--- src/rtl/inst_encode_if.sv ---
// inst_encode_if: field-input and word-output handshake bundle for inst_encode.
interface inst_encode_if #(
    parameter int FIFO_DEPTH = 4,
    parameter int ADDR_W     = 12
);
    logic                          in_valid;
    logic                          in_ready;
    logic [6:0]                    opcode_i;
    logic [4:0]                    rd_i;
    logic [4:0]                    rs1_i;
    logic [4:0]                    rs2_i;
    logic [2:0]                    fun3_i;
    logic [6:0]                    fun7_i;
    logic [31:0]                   imm_i;
    logic                          out_valid;
    logic                          out_ready;
    logic [31:0]                   instruction_o;
    logic [ADDR_W-1:0]             addr_o;
    logic                          err_o;
    logic [$clog2(FIFO_DEPTH):0]   count_o;

    modport slave (
        input  in_valid, opcode_i, rd_i, rs1_i, rs2_i, fun3_i, fun7_i, imm_i, out_ready,
        output in_ready, out_valid, instruction_o, addr_o, err_o, count_o
    );

    modport master (
        output in_valid, opcode_i, rd_i, rs1_i, rs2_i, fun3_i, fun7_i, imm_i, out_ready,
        input  in_ready, out_valid, instruction_o, addr_o, err_o, count_o
    );
endinterface

--- src/rtl/inst_encode.sv ---
// inst_encode: packs decoded RV32I fields into machine words behind an addressed output FIFO.
// Define ENCODE_RANGE_CHECK_EN to also flag immediates that do not fit their encoding field.
module inst_encode #(
    parameter int N_param    = 32,
    parameter int FIFO_DEPTH = 4,
    parameter int ADDR_W     = 12,
    parameter int BASE_ADDR  = 0
) (
    input logic          i_clk,
    input logic          i_rst,
    inst_encode_if.slave bus
);
    localparam int PW = $clog2(FIFO_DEPTH);
    localparam int CW = PW + 1;
    localparam logic [N_param-1:0] NOOP = N_param'(32'h0000_0013);

    logic [N_param:0]    mem_q [FIFO_DEPTH];
    logic [PW-1:0]       wr_q, rd_q;
    logic [CW-1:0]       count_q, count_d;
    logic [ADDR_W-1:0]   addr_q;
    logic [N_param-1:0]  enc_word;
    logic                enc_bad_op, imm_ovf, enc_err;
    logic                push, pop, full, empty;
    logic                fits12, fits13, fits21;
    logic [31:0]         imm;
    logic [6:0]          op;
    logic [2:0]          f3;

    assign imm = bus.imm_i;
    assign op  = bus.opcode_i;
    assign f3  = bus.fun3_i;

    // an immediate fits n signed bits when every bit from n-1 upward matches the sign
    assign fits12 = &imm[31:11] | ~|imm[31:11];
    assign fits13 = &imm[31:12] | ~|imm[31:12];
    assign fits21 = &imm[31:20] | ~|imm[31:20];

    always_comb begin
        enc_word   = NOOP;
        enc_bad_op = 1'b0;
        imm_ovf    = 1'b0;
        case (op)
            7'b0110011: enc_word = {bus.fun7_i, bus.rs2_i, bus.rs1_i, f3, bus.rd_i, op};
            7'b0010011, 7'b0000011, 7'b1100111, 7'b1110011: begin
                enc_word = (op == 7'b0010011 && f3[1:0] == 2'b01)
                         ? {bus.fun7_i, imm[4:0], bus.rs1_i, f3, bus.rd_i, op}
                         : {imm[11:0], bus.rs1_i, f3, bus.rd_i, op};
                imm_ovf  = !fits12;
            end
            7'b0100011: begin
                enc_word = {imm[11:5], bus.rs2_i, bus.rs1_i, f3, imm[4:0], op};
                imm_ovf  = !fits12;
            end
            7'b1100011: begin
                enc_word = {imm[12], imm[10:5], bus.rs2_i, bus.rs1_i, f3, imm[4:1], imm[11], op};
                imm_ovf  = !fits13 || imm[0];
            end
            7'b0110111, 7'b0010111: begin
                enc_word = {imm[31:12], bus.rd_i, op};
                imm_ovf  = |imm[11:0];
            end
            7'b1101111: begin
                enc_word = {imm[20], imm[10:1], imm[11], imm[19:12], bus.rd_i, op};
                imm_ovf  = !fits21 || imm[0];
            end
            default: enc_bad_op = 1'b1;
        endcase
    end

`ifdef ENCODE_RANGE_CHECK_EN
    assign enc_err = enc_bad_op | imm_ovf;
`else
    logic unused_ovf;
    assign unused_ovf = imm_ovf;
    assign enc_err    = enc_bad_op;
`endif

    assign full    = count_q == CW'(FIFO_DEPTH);
    assign empty   = count_q == '0;
    assign push    = bus.in_valid && !full;
    assign pop     = !empty && bus.out_ready;
    assign count_d = count_q + CW'(push) - CW'(pop);

    assign bus.in_ready      = !full;
    assign bus.out_valid     = !empty;
    assign bus.instruction_o = empty ? NOOP : mem_q[rd_q][N_param-1:0];
    assign bus.err_o         = !empty && mem_q[rd_q][N_param];
    assign bus.count_o       = count_q;
    assign bus.addr_o        = addr_q;

    always_ff @(posedge i_clk or posedge i_rst) begin
        if (i_rst) begin
            wr_q    <= '0;
            rd_q    <= '0;
            count_q <= '0;
            addr_q  <= ADDR_W'(BASE_ADDR);
        end else begin
            if (push) wr_q <= wr_q + PW'(1);
            if (pop) begin
                rd_q   <= rd_q + PW'(1);
                addr_q <= addr_q + ADDR_W'(4);
            end
            count_q <= count_d;
        end
    end

    // storage needs no reset: the empty flag masks stale entries
    always_ff @(posedge i_clk) begin
        if (push) mem_q[wr_q] <= {enc_err, enc_word};
    end
endmodule

--- src/flat_wrapper.sv ---
// flat-port wrapper written by rule: the top's interface ports become plain ports
module inst_encode_flat 
#(
    parameter int N_param    = 32,
    parameter int FIFO_DEPTH = 4,
    parameter int ADDR_W     = 12,
    parameter int BASE_ADDR  = 0
)
  (i_clk, i_rst, bus_in_valid, bus_opcode_i, bus_rd_i, bus_rs1_i, bus_rs2_i, bus_fun3_i, bus_fun7_i, bus_imm_i, bus_out_ready, bus_in_ready, bus_out_valid, bus_instruction_o, bus_addr_o, bus_err_o, bus_count_o);
  inst_encode_if #(.FIFO_DEPTH(FIFO_DEPTH), .ADDR_W(ADDR_W)) bus_i ();
  input logic i_clk;
  input logic i_rst;
  input wire logic [$bits(bus_i.in_valid)-1:0] bus_in_valid;
  input wire logic [$bits(bus_i.opcode_i)-1:0] bus_opcode_i;
  input wire logic [$bits(bus_i.rd_i)-1:0] bus_rd_i;
  input wire logic [$bits(bus_i.rs1_i)-1:0] bus_rs1_i;
  input wire logic [$bits(bus_i.rs2_i)-1:0] bus_rs2_i;
  input wire logic [$bits(bus_i.fun3_i)-1:0] bus_fun3_i;
  input wire logic [$bits(bus_i.fun7_i)-1:0] bus_fun7_i;
  input wire logic [$bits(bus_i.imm_i)-1:0] bus_imm_i;
  input wire logic [$bits(bus_i.out_ready)-1:0] bus_out_ready;
  output wire logic [$bits(bus_i.in_ready)-1:0] bus_in_ready;
  output wire logic [$bits(bus_i.out_valid)-1:0] bus_out_valid;
  output wire logic [$bits(bus_i.instruction_o)-1:0] bus_instruction_o;
  output wire logic [$bits(bus_i.addr_o)-1:0] bus_addr_o;
  output wire logic [$bits(bus_i.err_o)-1:0] bus_err_o;
  output wire logic [$bits(bus_i.count_o)-1:0] bus_count_o;
  assign bus_i.in_valid = bus_in_valid;
  assign bus_i.opcode_i = bus_opcode_i;
  assign bus_i.rd_i = bus_rd_i;
  assign bus_i.rs1_i = bus_rs1_i;
  assign bus_i.rs2_i = bus_rs2_i;
  assign bus_i.fun3_i = bus_fun3_i;
  assign bus_i.fun7_i = bus_fun7_i;
  assign bus_i.imm_i = bus_imm_i;
  assign bus_i.out_ready = bus_out_ready;
  assign bus_in_ready = bus_i.in_ready;
  assign bus_out_valid = bus_i.out_valid;
  assign bus_instruction_o = bus_i.instruction_o;
  assign bus_addr_o = bus_i.addr_o;
  assign bus_err_o = bus_i.err_o;
  assign bus_count_o = bus_i.count_o;
  inst_encode #(.N_param(N_param), .FIFO_DEPTH(FIFO_DEPTH), .ADDR_W(ADDR_W), .BASE_ADDR(BASE_ADDR)) u_core (.i_clk(i_clk), .i_rst(i_rst), .bus(bus_i));
endmodule
--- config.mk ---
export PLATFORM = sky130hd
export DESIGN_NAME = inst_encode_flat
export DESIGN_NICKNAME = d
export VERILOG_FILES = /design/src/rtl/inst_encode_if.sv /design/src/rtl/inst_encode.sv /design/src/flat_wrapper.sv
export SDC_FILE = /design/constraint.sdc
export NUM_CORES = 1
export LEC_CHECK = 0
export CAP_MARGIN = 20
export CORE_ASPECT_RATIO = 1.5
export CORE_MARGIN = 1.5
export CORE_UTILIZATION = 40
export DETAILED_ROUTE_END_ITERATION = 7
export MAX_ROUTING_LAYER = met4
export PLACE_DENSITY = 0.62
export SLEW_MARGIN = 20
export SYNTH_ARGS = -nofsm -noshare
export SYNTH_HDL_FRONTEND = slang
export SYNTH_SLANG_ARGS = --single-unit
--- constraint.sdc ---
create_clock -name i_clk -period 2.6 [get_ports i_clk]
set_input_delay 0.52 -clock i_clk [delete_from_list [all_inputs] [get_ports i_clk]]
set_output_delay 0.52 -clock i_clk [all_outputs]
set_load 0.02 [all_outputs]
Yosys cells after proc, flatten, opt, wreduce, memory -nomap -nowiden
Memories as Yosys holds them, arrays and structs flattened.
Index checks and enable logic that the tools add are counted.
{"block": "totals", "register_bits": 19, "ram_bits": 132, "mem_count": 1}
{"name": "u_core.mem_q", "depth": 4, "word_bits": 33, "read_ports": 1, "rd_clocked_by_memory_dff": 0, "write_ports": 1, "line_no": "inst_encode.sv:17", "text": "logic [N_param:0] mem_q [FIFO_DEPTH];"}
{"block": "classes", "n_addsub": 5, "eq_ne": 12, "n_mux": 6, "reduce_logical": 10}
{"op": "$pmux W32 S6", "count": 1}
{"op": "$mux W32", "count": 2}
{"op": "$eq A7 B7 Y1 const B", "count": 4}
{"op": "$eq A7 B6 Y1 const B", "count": 3}
{"op": "$eq A7 B5 Y1 const B", "count": 2}
{"op": "$add A12 B3 Y12 const B", "count": 1}
{"op": "$reduce_or A10 Y1", "count": 1}
{"op": "$eq A7 B2 Y1 const B", "count": 1}
{"op": "$add A2 B1 Y2 const B", "count": 2}
{"op": "$logic_and A1 B1 Y1", "count": 4}
{"op": "$reduce_or A4 Y1", "count": 1}
{"op": "$add A3 B1 Y3", "count": 1}
{"op": "$eq A3 B3 Y1 const B", "count": 1}
{"op": "$logic_not A3 Y1", "count": 1}
{"op": "$mux W1", "count": 3}
{"op": "$sub A3 B1 Y3", "count": 1}
{"op": "$eq A2 B1 Y1 const B", "count": 1}
{"op": "$logic_not A1 Y1", "count": 2}
{"op": "$reduce_or A2 Y1", "count": 1}

Logic depth before layout (Yosys ltp)
Gate-level depths: netlist of the first run.
{"block": "logic_depth", "word_depth": 5, "mapped_depth": 9, "depth_no_buf": 8}

Worst setup path before layout of the first run
No wires, ideal clock.
{"block": "synth_path", "path_type": "register to register", "startpoint": "register u_core.count_q[2] (netlist: u_core.bus.count_o[2])", "endpoint": "register u_core.count_q[2] (netlist: u_core.bus.count_o[2])", "t_arrival_ns": 2.099, "t_required_ns": 2.468, "path_slack_ns": 0.370, "stages_incl_launch_ff": 10, "cell_sequence": "dfrtp_1 > o31a_1 > buf_2 > ha_1 > inv_1 > ha_1 > inv_1 > fa_1 > xnor2_1 > xnor2_1"}
{"block": "synth_via", "elab_cells_between_ends": 8}
{"item": "start, declared", "line_no": "inst_encode.sv:19", "text": "logic [CW-1:0] count_q, count_d;"}
{"item": "start signal, assigned", "line_no": "inst_encode.sv:103", "text": "count_q <= count_d;"}
{"item": "$logic_not A3 Y1", "line_no": "inst_encode.sv:79", "text": "assign empty = count_q == '0;"}
{"item": "$logic_not A1 Y1", "line_no": "inst_encode.sv:81", "text": "assign pop = !empty && bus.out_ready;"}
{"item": "$logic_and A1 B1 Y1", "line_no": "inst_encode.sv:81"}
{"item": "net u_core.pop", "line_no": "inst_encode.sv:23", "text": "logic push, pop, full, empty;"}
{"item": "$sub A3 B1 Y3", "line_no": "inst_encode.sv:82", "text": "assign count_d = count_q + CW'(push) - CW'(pop);"}
{"item": "net u_core.count_d[2]", "line_no": "inst_encode.sv:19"}
The timed path passes the listed nets, and every way through them passes these cells.
A chain may end at the register's enable or synchronous reset.

Worst setup path in the final report of the first run
{"block": "layout_path", "startpoint": "register u_core.rd_q[0]", "endpoint": "output port bus_instruction_o[8]"}
{"block": "layout_via", "elab_chain_len": 2}
{"item": "start, declared", "line_no": "inst_encode.sv:18", "text": "logic [PW-1:0] wr_q, rd_q;"}
{"item": "start signal, assigned", "line_no": "inst_encode.sv:100", "text": "rd_q <= rd_q + PW'(1);"}
{"item": "$mem_v2 Z4 W33"}
{"item": "$mux W32", "line_no": "inst_encode.sv:86", "text": "assign bus.instruction_o = empty ? NOOP : mem_q[rd_q][N_param-1:0];"}
{"item": "end, declared", "line_no": "flat_wrapper.sv:24", "text": "output wire logic [$bits(bus_i.instruction_o)-1:0] bus_instruction_o;"}
Every way passes these cells.

==> results_dict.tcl, run 1 <==
set metrics [dict create \
    syn_avg_cell_area_um2 17.02 \
    cts_sinks 149 \
    worst_ep_arrival_time_ns 1.99 \
    htreeDepth 4 \
    synth_top_family_by_area "multiplexers" \
    synth_common_cells "edfxtp_1 (132), mux4_2 (33), nor2b_1 (28)" \
    finalPower_w 0.009239 \
    finalCriticalPeriod_ns 2.515 \
    async_reset_ff_share_pct 11.41 \
    p_int_w 0.006215 \
    synth_top_cells_by_area "edfxtp_1 (59%), mux4_2 (11%), dfrtp_1 (6.3%)" \
    synth_compound_area_share_pct 6.458 \
    skew_ns 0.007865 \
    synth_top_area_share_pct 58.96 \
    synth_cells 395 \
    clock_power_share_pct 25.8 \
    grt_max_degree 35 \
    globalRouteTotalUtil_pct 18.73 \
    yosys-mux-area-fraction_pct 11.56 \
    finalHoldViolCount 0 \
    synth_edf_count 132 \
    crit_fanout 8 \
    postCtsHoldBufs 0 \
    worstMarginPinSlew_ns 0.7275 \
    endpoint_kind "output pin" \
    cts_tree "built" \
    setup_viol_count_final 0 \
    grt_pass1_vias 4287 \
    top_layer "met4" \
    crit_type "flip-flop to output pin" \
    crit_required_ns 2.08 \
    start_util_pct 41.16 \
    die_x_um 108.9 \
    dp_worst_setup_slack_ns -0.04025 \
    startpoint_type "flip-flop" \
    drc 0 \
    drive_above_1_share_pct 29.26 \
    power_density_nw_per_um2 1044 \
    ant_nets 0 \
    clkLatencyLatePin_ns 0.41 \
    cts_max_path_buffers 2 \
    cts-buffers-inserted 17 \
    vias_per_cell 5.281 \
    ys_ff_latch 149 \
    cts_root_buffer "clkbuf_16" \
    met2_length_um 8354 \
    ys_types 58 \
    grt_pass1_wl_um 23470 \
    antenna_found_initial 0 \
    wl_met3_um 507 \
    coreArea_um2 16330 \
    io_pins 118 \
    die_h_um 161.8 \
    dp_hpwl_um 10070 \
    dr.pass1.iters 4 \
    yosys.cell_count.top_type "edfxtp_1" \
    synth_seq_area_share_pct 65.29 \
    final_util_pct 54.18 \
    fp-row-count 57 \
    slew_headroom_pct 51.32 \
    grt_setup_unrepaired "false" \
    syn_area_um2 6723 \
    fmax_ghz 0.3977 \
    pwr-share-seq_pct 35.7 \
    m1WireLength_um 6015 \
    hold_path_class "flip-flop to flip-flop" \
    outcome "finished clean" \
    post_synth_fa_ha_maj_area_fraction_pct 1.601 \
    post-route-period-util_pct 96.72 \
    setup-tns-final_ns 0 \
    yosys_warnings 0 \
    p_comb_share_pct 38.5 \
    gp_congestion 0.8759 \
    power.share.switching_pct 32.73 \
    io_buffers 115 \
    wl_um 15120 \
    via_count 4066 \
    num_antenna_cells 0 \
    ir_drop_mv 0.6159 \
    drv_cap 0 \
    synth-simple-area-share_pct 9.976 \
    ys.flop_type "edfxtp_1" \
    maxSlewViolCount 0 \
    synth_xor_area_share_pct 1.954 \
    p_sw_w 0.003024 \
    post_drt_wl_per_cell_um 19.64 \
    grt.overflow.total 0 \
    path_clk_slew_ns 0.06 \
    p_leak_nw 3.347 \
    drtIter0Drc 249 \
    fin_ws_ns 0.08539 \
    final_nets 627 \
    die_area_um2 17610 \
    syn_to_final_growth_pct 31.62 \
    yosys.area.top_type "edfxtp_1" \
]
critical path: stages, from the launching register on:
cell,delay [ns]
dfrtp_2,0.37
buf_6,0.12
buf_12,0.13
buf_4,0.13
mux4_2,0.52
nor2b_1,0.15
buf_2,0.16
registers in the layout, summed over array words and instances (netlist names):
register            flops
u_core.bus.count_o      3
u_core.rd_q             2
u_core.bus.addr_o      10
u_core.wr_q             2
u_core.mem_q          132
power groups by stage:
| stage | Combinational, W | Sequential (W) | Clock, W |
|---|---|---|---|
| final | 0.00356 | 0.00330 | 0.00238 |
| after global routing | 0.00384 | 0.00334 | 0.00252 |
| after CTS | 0.00365 | 0.00330 | 0.00243 |
| after detailed placement | 0.00376 | 0.00338 | 0 |
| after global placement | 0.00373 | 0.00335 | 0 |
| after floorplan | 0.00212 | 0.00338 | 0 |
layout by cell type, fill, tap and decap left out, types with 5 or more instances in the layout:
cell,instances
a21o_1,5
a221o_1,6
a22o_1,13
and2b_1,7
and3_2,5
buf_12,9
buf_2,11
buf_4,26
clkbuf_16,17
clkbuf_2,15
clkdlybuf4s50_1,82
conb_1,10
dfrtp_1,15
edfxtp_1,132
ha_1,7
inv_1,9
mux4_2,33
nand2_1,10
nand3_1,8
nor2_1,8
nor2b_1,27
xnor2_1,11
area by class of cell:
type	instances	area [um^2]
timing repair buffer	152	1414
clock buffer	19	432.9
sequential	149	4392
clock inverter	13	147.6
tap	206	257.7
multi-input combinational	222	2171
fill	1352	7483
inverter	9	33.78
repair_timing:
item / in CTS / in global routing
hold endpoints to repair: 0 / 0
cloned: 0 / 0
gates resized for setup: 72 / 34
pin swaps: 0 / 0
setup endpoints to repair: 32 / 29
buffers inserted: 5 / 3
stage by stage:
stage,hold WS (ns),instance area [um^2],cells
after global routing,0.5324,8848,770
final,0.4992,8848,770
after CTS,0.4963,8886,767
after detailed placement,0.4881,8318,730
after floorplan,0.4461,6753,403
after global placement,0.4645,8318,730
layer usage:
| metal | vias up | track usage (%) |
|---|---|---|
| met2 | 101 | 33.36 |
| met3 | 16 | 3.411 |
| li1 | 1855 | - |
| met5 | - | - |
| met1 | 2094 | 20.78 |
| met4 | 0 | 6.400 |
kinds of logic (layout without fill, tap and decap cells):
group                      after synthesis  after routing
other                                    2             10
buffers and inverters                   32            193
AOI/OAI and AO/OA                       48             48
adders and majority gates                8              8
muxes                                   36             36
DFF                                    149            149
xor gates and xnor gates                15             15
and+or+nand+nor                        105            105
final timing paths:
| kind | start | end | slack (ns) | cells after the start |
|---|---|---|---|---|
| worst max-delay path | u_core.rd_q[0]$_DFFE_PP0P_ | bus_instruction_o[8] | 0.09 | 6 |
| worst min-delay path | u_core.bus.addr_o[7]$_DFFE_PP0P_ | u_core.bus.addr_o[7]$_DFFE_PP0P_ | 0.50 | 1 |
| worst max register to register | u_core.bus.count_o[2]$_DFF_PP0_ | u_core.bus.count_o[2]$_DFF_PP0_ | 0.51 | 8 |
| worst min register to register | u_core.bus.addr_o[7]$_DFFE_PP0P_ | u_core.bus.addr_o[7]$_DFFE_PP0P_ | 0.50 | 1 |
| max in group asynchronous | i_rst | u_core.rd_q[0]$_DFFE_PP0P_ | 1.61 | 2 |
| min in group asynchronous | i_rst | u_core.bus.count_o[0]$_DFF_PP0_ | 0.51 | 2 |
Power figures use the tool's default switching activity.
==> inputs of run 2 (changes only) <==
==> constraint.sdc (replaced) <==
create_clock -name i_clk -period 2.6 [get_ports i_clk]
set_input_delay 0.78 -clock i_clk [delete_from_list [all_inputs] [get_ports i_clk]]
set_output_delay 0.78 -clock i_clk [all_outputs]
set_load 0.02 [all_outputs]
==> run 2 against run 1 <==
- the run now ends with negative setup slack left
- hold slack lost 0.023 ns
- clock-buffer cell count decreased by 1
- sequential power barely moved
- critical endpoint is now bus_err_o
- largest power group unchanged
- highest routed layer unchanged
==> results_dict.tcl, run 2 (synthesis results as in run 1) <==
set metrics [dict create \
    io_buffers 115 \
    die_h_um 161.8 \
    vias_per_cell 5.204 \
    cts_tree "built" \
    grt_pass1_vias 4344 \
    path_clk_slew_ns 0.06 \
    finalCriticalPeriod_ns 2.741 \
    final_common_cell "edfxtp_1" \
    htreeDepth 4 \
    syn_to_final_growth_pct 39.14 \
    drtIter0Drc 270 \
    grt_setup_unrepaired "true" \
    post-route-period-util_pct 105.4 \
    hold_path_class "flip-flop to flip-flop" \
    largest-register "u_core.mem_q" \
    outcome "complete, but fails checks" \
    cts_root_buffer "clkbuf_16" \
    grt.overflow.total 0 \
    io_pins 118 \
    power_density_nw_per_um2 1078 \
    antenna_found_initial 0 \
    violations "negative setup slack" \
    grt_pass1_wl_um 23830 \
    p_leak_nw 3.592 \
    worstMarginPinSlew_ns 0.6985 \
    setup_viol_count_final 33 \
    dr.pass1.iters 5 \
    endpoint_kind "output pin" \
    slew_headroom_pct 53.38 \
    fin_ws_ns -0.1411 \
    ir_drop_mv 0.6838 \
    grt_max_degree 28 \
    drv_cap 0 \
    finalHoldViolCount 0 \
    die_area_um2 17610 \
    largest_reg_flops 132 \
    cts_sinks 149 \
    dp_hpwl_um 10810 \
    globalRouteTotalUtil_pct 19.30 \
    post_drt_wl_per_cell_um 20.13 \
    crit_fanout 4 \
    ant_nets 0 \
    clkLatencyLatePin_ns 0.41 \
    finalPower_w 0.01008 \
    final_nets 652 \
    coreArea_um2 16330 \
    die_x_um 108.9 \
    maxSlewViolCount 0 \
    num_antenna_cells 0 \
    skew_ns 0.006238 \
    postCtsHoldBufs 0 \
    mostFrequentLayoutCells "edfxtp_1 (132), clkdlybuf4s50_1 (80), buf_4 (45)" \
    crit_required_ns 1.82 \
    fp-row-count 57 \
    cts_max_path_buffers 2 \
    wl_um 16000 \
    fin_cells 795 \
    final_util_pct 57.27 \
    cts-buffers-inserted 17 \
    fmax_ghz 0.3648 \
    drive_above_1_share_pct 35.14 \
    crit_type "flip-flop to output pin" \
    start_util_pct 41.16 \
    placed_cells 749 \
    worst_ep_arrival_time_ns 1.96 \
    drc 0 \
    startpoint_type "flip-flop" \
    gp_congestion 0.9267 \
    via_count 4137 \
]
-- run 2: worst paths after layout --
kind,start,endpoint,slack [ns],cells past startpoint
max,u_core.rd_q[0]$_DFFE_PP0P_,bus_err_o,-0.14,5
min reg2reg,u_core.bus.addr_o[11]$_DFFE_PP0P_,u_core.bus.addr_o[11]$_DFFE_PP0P_,0.48,1
max in group asynchronous,i_rst,u_core.rd_q[0]$_DFFE_PP0P_,1.33,2
min,u_core.bus.addr_o[11]$_DFFE_PP0P_,u_core.bus.addr_o[11]$_DFFE_PP0P_,0.48,1
max reg2reg,u_core.bus.count_o[2]$_DFF_PP0_,u_core.bus.count_o[2]$_DFF_PP0_,0.42,9
min in group asynchronous,i_rst,u_core.bus.count_o[1]$_DFF_PP0_,0.78,2
-- run 2: worst max-delay path, cell delays in order (launching register included) --
cell and delay, ns:
dfrtp_2 0.44, buf_6 0.13, buf_4 0.14, mux4_2 0.51
and2b_1 0.18, buf_2 0.15
-- run 2: metrics by stage --
step	cell area, um^2	TNS, ns	hold slack [ns]	setup WS, ns
2_1_floorplan	6753	0	0.5340	0.2834
3_3_place_gp	8498	-15.33	0.4678	-0.2446
3_5_place_dp	8498	-16.61	0.4795	-0.2332
4_1_cts	9139	-3.508	0.4906	-0.1694
5_1_grt	9354	-5.311	0.4989	-0.2235
6_report	9354	-2.676	0.4763	-0.1411
-- run 2: area by class of cell --
type / count / area (um^2)
clock buffer: 18 / 429.2
clock inverter: 14 / 151.4
fill: 1287 / 6978
inverter: 9 / 33.78
multi-input combinational: 222 / 2272
sequential: 149 / 4392
tap: 206 / 257.7
timing repair buffer: 177 / 1818
-- run 2: where the power goes --
part           total, W  switching [W]  internal [W]
Sequential      0.00331       0.000206       0.00311
Combinational   0.00441        0.00207       0.00234
Clock           0.00236       0.000943       0.00142
Total            0.0101        0.00321       0.00687
-- run 2: repair_timing --
item / in CTS / in global routing
pin swaps: 1 / 0
cloned: 3 / 0
gates resized for setup: 155 / 56
buffers inserted: 6 / 6
setup endpoints to repair: 34 / 33
-- run 2: layer usage --
layer  track usage [%]  vias up  share of wire [%]
li1                  -     1913                  -
met1             21.04     2092                 38
met2             34.62      113                 57
met3             3.411       19                3.2
met4             7.117        0                1.9
met5                 -        -                  0
